--- src/rtl/niosduino_core_pio_edge.sv ---
// PIO input conditioner: 2-flop sync, per-bit debounce, edge capture and irq over Avalon-MM.
// Optional debounce counters enabled by defining PIO_EDGE_DEBOUNCE_EN.
module niosduino_core_pio_edge #(
  parameter int unsigned WIDTH  = 8,
  parameter int unsigned DBNC_W = 16
) (
  input  logic             clk,
  input  logic             reset,
  input  logic [WIDTH-1:0] pins_in,
  input  logic [2:0]       address,
  input  logic             chipselect,
  input  logic             write_n,
  input  logic [31:0]      writedata,
  output logic [31:0]      readdata,
  output logic [WIDTH-1:0] stable_out,
  output logic             irq
);

  localparam int unsigned DATA_W    = 32;
  localparam logic [2:0]  ADDR_DATA = 3'd0;
  localparam logic [2:0]  ADDR_MASK = 3'd2;
  localparam logic [2:0]  ADDR_EDGE = 3'd3;
  localparam logic [2:0]  ADDR_MODE = 3'd6;
  localparam logic [2:0]  ADDR_DBNC = 3'd7;
  localparam logic [1:0]  EDGE_RISE = 2'd0;
  localparam logic [1:0]  EDGE_FALL = 2'd1;
  localparam logic [1:0]  EDGE_BOTH = 2'd2;

  logic [WIDTH-1:0]  sync_q1;
  logic [WIDTH-1:0]  sync_q2;
  logic [WIDTH-1:0]  stable;
  logic [WIDTH-1:0]  stable_d;
  logic [WIDTH-1:0]  irqmask;
  logic [WIDTH-1:0]  edgecapture;
  logic [1:0]        edge_mode;
  logic              wr_en;
  logic [WIDTH-1:0]  edge_set;
  logic [WIDTH-1:0]  edge_clr;
  logic [DATA_W-1:0] rd_mux;
  logic              unused_wdata;

  assign wr_en        = chipselect && !write_n;
  assign unused_wdata = ^writedata;

  // Metastability guard on the asynchronous pin levels
  always_ff @(posedge clk) begin
    if (reset) begin
      sync_q1 <= '0;
      sync_q2 <= '0;
    end else begin
      sync_q1 <= pins_in;
      sync_q2 <= sync_q1;
    end
  end

`ifdef PIO_EDGE_DEBOUNCE_EN
  localparam logic [DBNC_W-1:0] CNT_MAX   = '1;
  localparam logic [DBNC_W-1:0] LIMIT_RST = DBNC_W'(255);

  logic [DBNC_W-1:0] dbnc_limit;
  logic [DBNC_W-1:0] cnt [WIDTH];

  // Per-bit debounce: stable flips once sync has disagreed for dbnc_limit+1 edges
  always_ff @(posedge clk) begin
    if (reset) begin
      dbnc_limit <= LIMIT_RST;
      stable     <= '0;
      for (int i = 0; i < int'(WIDTH); i++) cnt[i] <= '0;
    end else begin
      if (wr_en && address == ADDR_DBNC) dbnc_limit <= writedata[DBNC_W-1:0];
      for (int i = 0; i < int'(WIDTH); i++) begin
        if (sync_q2[i] == stable[i]) begin
          cnt[i] <= '0;
        end else if (cnt[i] >= dbnc_limit) begin
          stable[i] <= ~stable[i];
          cnt[i]    <= '0;
        end else if (cnt[i] != CNT_MAX) begin
          cnt[i] <= cnt[i] + DBNC_W'(1);
        end
      end
    end
  end
`else
  always_ff @(posedge clk) begin
    if (reset) stable <= '0;
    else       stable <= sync_q2;
  end
`endif

  // Edge detection on the conditioned level, selected by edge_mode
  always_comb begin
    edge_set = '0;
    edge_clr = '0;
    case (edge_mode)
      EDGE_RISE: edge_set = stable & ~stable_d;
      EDGE_FALL: edge_set = ~stable & stable_d;
      EDGE_BOTH: edge_set = stable ^ stable_d;
      default:   edge_set = '0;
    endcase
    if (wr_en && address == ADDR_EDGE) edge_clr = writedata[WIDTH-1:0];
  end

  always_comb begin
    rd_mux = '0;
    case (address)
      ADDR_DATA: rd_mux = DATA_W'(stable);
      ADDR_MASK: rd_mux = DATA_W'(irqmask);
      ADDR_EDGE: rd_mux = DATA_W'(edgecapture);
      ADDR_MODE: rd_mux = DATA_W'(edge_mode);
`ifdef PIO_EDGE_DEBOUNCE_EN
      ADDR_DBNC: rd_mux = DATA_W'(dbnc_limit);
`else
      ADDR_DBNC: rd_mux = DATA_W'({DBNC_W{1'b0}});
`endif
      default:   rd_mux = '0;
    endcase
  end

  // Control registers, edge capture (set beats clear) and registered read port
  always_ff @(posedge clk) begin
    if (reset) begin
      stable_d    <= '0;
      irqmask     <= '0;
      edgecapture <= '0;
      edge_mode   <= EDGE_RISE;
      readdata    <= '0;
    end else begin
      stable_d    <= stable;
      edgecapture <= (edgecapture & ~edge_clr) | edge_set;
      readdata    <= rd_mux;
      if (wr_en && address == ADDR_MASK) irqmask   <= writedata[WIDTH-1:0];
      if (wr_en && address == ADDR_MODE) edge_mode <= writedata[1:0];
    end
  end

  assign stable_out = stable;
  assign irq        = |(edgecapture & irqmask);

endmodule
--- config.mk ---
export PLATFORM = sky130hd
export DESIGN_NAME = niosduino_core_pio_edge
export DESIGN_NICKNAME = d
export VERILOG_FILES = /design/src/rtl/niosduino_core_pio_edge.sv
export SDC_FILE = /design/constraint.sdc
export NUM_CORES = 1
export LEC_CHECK = 0
export CORE_MARGIN = 8
export CORE_UTILIZATION = 45
export CTS_CLUSTER_DIAMETER = 80
export DETAILED_ROUTE_END_ITERATION = 8
export HOLD_SLACK_MARGIN = 0.08
export MAX_ROUTING_LAYER = met4
export PLACE_DENSITY = 0.76
export SLEW_MARGIN = 10
export SYNTH_ARGS = -nofsm -noshare
export SYNTH_HDL_FRONTEND = slang
export SYNTH_SLANG_ARGS = --single-unit
--- constraint.sdc ---
create_clock -name clk -period 2.6 [get_ports clk]
set_clock_uncertainty 0.1 [all_clocks]
set_input_delay 0.78 -clock clk [delete_from_list [all_inputs] [get_ports clk]]
set_output_delay 0.78 -clock clk [all_outputs]
set_load 0.03 [all_outputs]
==> flow_summary_export.csv, run 1 <==
group,metric,value,unit
clock_network,clk_pin_slew,0.06,ns
logic_synthesis,synthTopCellsByArea,"dfxtp_1, ha_1, buf_4",
global_routing,grt_max_degree,35,
final_layout,utilization,55.0,%
logic_synthesis,muxShareOfSynthArea,10.3,%
worst_hold_path,hold_path_startpoint,"sync_q2[4]",
critical_path,rr_endpoint,"edgecapture[6]",
timing,hold_violations,0,
final_layout,layout_commonest_cell,"dfxtp_1",
final_layout,instances_no_fill,398,
logic_synthesis,synth_top_family_by_area,"simple AND/OR/NAND/NOR gates",
logic_synthesis,synth_area_leader_cell,"dfxtp_1",
global_routing,grt_usage,12.3,%
final_layout,synthToLayoutAreaGrowth,20.7,%
die,ios,88,
clock_network,cts_resized,0,
critical_path,reg2reg_depth,3,
logic_synthesis,synth.top_cell.area_share,43.8,%
route,drtPass1Iterations,4,
power,ir_worst_vdd,0.000276,V
critical_path,crit_path_end_kind,"primary output",
logic_synthesis,synth_cell_types,27,
global_routing,grt_pass1_vias,1798,
logic_synthesis,yosys.area_share.simple,16.5,%
placed_design,place.gp.congestion,0.869,
logic_synthesis,synth-compound-area-share,9.34,%
critical_path,worstPathCellList,"a22oi_1, nand4_1, clkdlybuf4s50_1",
power,leakage,1.24,nW
final_layout,layout_common_cells,"dfxtp_1, clkdlybuf4s50_1, nor2b_1, o21ai_0, conb_1",
outcome,status,"finished, final reports clean",
route,met1_length,2260,um
clock_network,cts_hold_buf,0,
critical_path,crit_type,"flop to primary output",
final_layout,fill_cells,544,
final_layout,drive_gt1_share,10.8,%
global_routing,grt_first_pass_wirelength,8220,um
route,routedWlPerCell,12.5,um
final_layout,antennaDiodeCount,0,
critical_path,crit_arrival,1.58,ns
critical_path,critical-path-slowest-cell,"clkdlybuf4s50_1",
critical_path,worstPathMaxFanout,3,
logic_synthesis,syn_inst,279,
power,total_power,1.92,mW
global_routing,antenna_found_initial,0,
critical_path,crit_buf_inv,1,
run,cap_violations,0,
clock_network,cts_buffers,9,
final_layout,fin_nets,383,
critical_path,path_delay_family,"buffers and inverters",
logic_synthesis,syn_avg_cell_area,9.51,sq um
critical_path,reg2reg_slack,1.00,ns
critical_path,max_stage_delay,0.61,ns
route,avgViaCountPerCell,4.63,
placed_design,port_buffers,39,
critical_path,path_depth,3,
critical_path,crit_path_start_kind,"flop",
route,drtAntennaViolNets,0,
logic_synthesis,syn_area,2650,sq um
final_layout,postLayoutCellArea,3200,sq um
timing,finalSetupTns,0,ns
route,wl_met2,2250,um
timing,min_period,2.46,ns
critical_path,worstPathRequired,1.72,ns
logic_synthesis,yosys_warnings,0,
clock_network,clock_path_buffers,2,
clock_network,clkLatencyLatePin,0.32,ns
placed_design,placed_area,3010,sq um
clock_network,cts_setup_buffers,0,
logic_synthesis,ys_seq_area_share,43.8,%
die,rows,28,
logic_synthesis,synth_fa_ha_area_share,7.55,%
route,wl,4980,um
route,route.detailed.drc,0,
logic_synthesis,ys_ff_latch,58,
global_routing,gr-total-overflow,0,
die,fp.dieH,92.8,um
timing,worst_slew_pin_slew,0.616,ns
clock_network,tritoncts,"done",
worst_hold_path,whs_path_depth,1,
placed_design,dp_cells,384,
route,dr.first_iter.drc_count,84,
logic_synthesis,synth-xor-area-share,0,%
clock_network,root_buffer,"clkbuf_8",
timing,period_share,94.8,%
die,die_w,92.8,um
timing,fmaxAchievable,406,MHz
critical_path,worst_r2r_startpoint,"edge_mode[0]",
clock_network,ctsHtreeMaxLevel,3,
timing,slew_viol_final,0,
timing,rsz0062_at_grt,"no",
timing,setup_viol,0,
clock_network,clkSinkCount,58,
worst_hold_path,hp-class,"flop to flop",
die,dieArea,8610,sq um
timing,max_slew_margin,58.9,%
die,core_area,5820,sq um
route,via_count,1844,
die,start_util,45.6,%
worst_hold_path,hold_end,"stable_out[4]",
placed_design,hpwl,3590,um
route,top_layer,"met4",
route,wl_met3,375,um
power,power_density,600,nW/um^2
-- final cells by class --
class / count / area [sq um] / area share (%)
inverter: 16 / 60.1 / 1.88
clock buffer: 11 / 151 / 4.73
multi-input combinational: 188 / 1250 / 39.0
timing repair buffer: 47 / 445 / 13.9
clock inverter: 3 / 40.0 / 1.25
sequential: 58 / 1160 / 36.3
tap: 75 / 93.8 / 2.93
-- sequential cells by signal, summed over array words and instances, names as in the netlist --
name and cells:
edge_mode 2, edgecapture 8, irqmask 8, readdata 8, stable_d 8, stable_out 8, sync_q1 8, sync_q2 8
-- power breakdown --
group	leakage (nW)	internal, mW	switching, mW	total, mW
clock network	0.101	0.480	0.320	0.800
registers	0.473	0.915	0.0144	0.930
logic	0.667	0.0776	0.113	0.191
-- how the worst max path moves through the flow --
stage / start / endpoint / slack (ns)
3_3_place_gp: chipselect / irqmask[0] / 0.21
6_report: edgecapture[2] / irq / 0.14
2_1_floorplan: address[2] / irqmask[0] / 0.62
4_1_cts: edgecapture[2] / irq / 0.11
3_5_place_dp: chipselect / irqmask[0] / 0.19
5_1_grt: edgecapture[6] / irq / 0.03
-- synthesized netlist by cell type (all sizes together) --
library cell,instances
dfxtp,58
nor4,1
ha,16
inv,16
nand4b,1
a21oi,10
buf,29
a32oi,2
nand3,8
o21ai,30
nand2b,18
clkbuf,11
nand4,1
nor2,9
mux2,10
mux2i,16
nor3,1
nand2,9
or3b,1
a22oi,4
conb,1
nor2b,27
-- worst register-to-register path: cells and delay by family (launching register included) --
family         cells  cell delay (ns)
AO/OA/AOI/OAI      2             0.27
multiplexers       1             0.41
flip-flops         1             0.71
-- logic make-up after synthesis --
kind of cell / count (synthesis)
AO/OA/AOI/OAI: 46
adder cells (fa/ha/maj): 16
buffers and inverters: 56
flip-flops: 58
multiplexers: 26
other: 1
AND/OR/NAND/NOR: 76
-- stage by stage --
stage                     hold WS, ns  worst slack [ns]
after floorplan                 0.314             0.621
after global placement          0.317             0.211
after detailed placement        0.322             0.186
after CTS                       0.337             0.113
after global routing            0.345            0.0307
final                           0.335             0.136
-- layer usage --
metal | GRT usage [%] | vias to the layer above
met1 | 13.7 | 826
met5 | - | -
met2 | 18.8 | 62
met4 | 6.44 | 0
met3 | 4.77 | 8
li1 | - | 948
(Power assumes the default switching activity.)
==> run 2: changes to the inputs <==
- DONT_BUFFER_PORTS: default -> 1
- PLACE_DENSITY: 0.76 -> 0.57
==> run 2 against run 1 <==
Net effect:
- sequential share of layout area rose by 5.8 points
- first-iteration DRC count increased by 13%
- final area fell by 14%
- routed wire length is 2.3% lower
- critical path depth decreased by 1
- global-route usage is essentially flat
- setup slack better by 0.33 ns
- non-clock buffer count shrank 47
- cell count decreased by 11%
- maximum frequency up 16%
- clock power about the same
- worst hold slack is essentially flat
- critical path type unchanged
- largest power group unchanged
==> flow_summary_export.csv, run 2 (synthesis results as in run 1) <==
group,metric,value,unit
outcome,status,"finished, final reports clean",
critical_path,crit_path_end_kind,"primary output",
timing,max_slew_margin,53.6,%
power,leakage,1.04,nW
clock_network,cts_buffers,9,
timing,finalSetupTns,0,ns
final_layout,layout_common_cells,"dfxtp_1, nor2b_1, o21ai_0, conb_1, nand2b_1",
global_routing,gr-total-overflow,0,
route,drtPass1Iterations,4,
route,drtAntennaViolNets,0,
clock_network,root_buffer,"clkbuf_8",
final_layout,multiInputGateArea,1250,sq um
route,route.detailed.drc,0,
route,routedWlPerCell,13.8,um
clock_network,ctsHtreeMaxLevel,3,
global_routing,grt_usage,12.3,%
route,wl,4860,um
power,clockPowerShare,43.2,%
final_layout,layout_commonest_cell,"dfxtp_1",
global_routing,grt_max_degree,63,
timing,setup_viol,0,
clock_network,clkSinkCount,58,
placed_design,hpwl,3420,um
final_layout,drive_gt1_share,10.1,%
route,via_count,1683,
global_routing,grt_first_pass_wirelength,8090,um
final_layout,synthToLayoutAreaGrowth,3.96,%
critical_path,crit_path_start_kind,"flop",
placed_design,place.gp.congestion,0.747,
worst_hold_path,hp-class,"flop to flop",
run,cap_violations,0,
clock_network,clkLatencyLatePin,0.33,ns
power,comb_power_share,5.8,%
power,internal_power,1.39,mW
die,die_w,92.8,um
worst_hold_path,whs_path_depth,1,
route,dr.first_iter.drc_count,95,
timing,min_period,2.13,ns
clock_network,clock_path_buffers,2,
critical_path,worstPathRequired,1.72,ns
timing,fmaxAchievable,469,MHz
die,start_util,45.6,%
timing,period_share,82.0,%
critical_path,reg2reg_depth,3,
clock_network,tritoncts,"done",
clock_network,cts_hold_buf,0,
clock_network,clk_pin_slew,0.06,ns
final_layout,fin_nets,336,
timing,rsz0062_at_grt,"no",
die,rows,28,
route,avgViaCountPerCell,4.77,
die,core_area,5820,sq um
critical_path,worstPathMaxFanout,3,
die,ios,88,
critical_path,crit_arrival,1.25,ns
placed_design,port_buffers,0,
global_routing,antenna_found_initial,0,
clock_network,cts_setup_buffers,0,
global_routing,grt_pass1_vias,1699,
final_layout,register_area,1160,sq um
power,switchingPower,0.455,mW
final_layout,fill_cells,587,
power,total_power,1.84,mW
timing,hold_violations,0,
power,p_seq_share,51.0,%
timing,worst_slew_pin_slew,0.695,ns
final_layout,antennaDiodeCount,0,
clock_network,cts_resized,0,
die,fp.dieH,92.8,um
power,ir_worst_vdd,0.000336,V
power,p_sw_share,24.7,%
die,dieArea,8610,sq um
power,power_density,668,nW/um^2
timing,slew_viol_final,0,
critical_path,crit_type,"flop to primary output",
-- run 2: cell types whose count changed in the layout (fill, tap and decap cells not counted), sizes merged --
| cell | before | now |
|---|---|---|
| clkinvlp | 0 | 4 |
| buf | 9 | 0 |
| clkdlybuf4s50 | 38 | 0 |
| clkbuf | 11 | 9 |
-- run 2: stage by stage --
| stage | setup slack [ns] | hold WS (ns) | area (sq um) | util (%) | instances |
|---|---|---|---|---|---|
| 2_1_floorplan | 0.621 | 0.314 | 2740 | - | 302 |
| 3_3_place_gp | 0.513 | 0.316 | 2560 | 44.1 | 337 |
| 3_5_place_dp | 0.483 | 0.320 | 2560 | 44.1 | 337 |
| 4_1_cts | 0.453 | 0.337 | 2760 | 47.4 | 353 |
| 5_1_grt | 0.367 | 0.349 | 2760 | 47.4 | 353 |
| 6_report | 0.467 | 0.334 | 2760 | 47.4 | 353 |
-- run 2: power by group through the flow --
stage / Combinational [mW] / Sequential [mW] / Clock [mW]
2_1_floorplan: 0.149 / 0.953 / 0
3_3_place_gp: 0.104 / 0.959 / 0
3_5_place_dp: 0.106 / 0.960 / 0
4_1_cts: 0.106 / 0.939 / 0.820
5_1_grt: 0.118 / 0.942 / 0.867
6_report: 0.107 / 0.939 / 0.797
-- run 2: worst paths after layout --
path / to / slack (ns) / startpoint
setup / recovery: irq / 0.47 / edgecapture[6]
hold / removal: sync_q2[2] / 0.33 / sync_q1[2]
setup reg to reg: edgecapture[2] / 0.92 / edge_mode[0]
hold reg to reg: sync_q2[2] / 0.33 / sync_q1[2]
-- run 2: metal layers --
metal  part of all wire (%)  up-vias  GRT usage [%]  wire (um)
li1                       -      857              -          -
met5                      0        -              -          0
met1                     45      767           14.2       2190
met3                    8.7        9           5.34        423
met2                     45       50           17.8       2170
met4                    1.6        0           6.04         77
-- run 2: layout make-up --
cell class	count	share of cell area, %
sequential	58	42.1
inverter	16	2.18
clock buffer	9	4.49
tap	75	3.40
clock inverter	7	2.54
multi-input combinational	188	45.3
-- run 2: critical path, stage by stage (launching register included) --
cell and delay [ns]:
dfxtp_1 0.32, a22oi_1 0.21, nand4_1 0.39
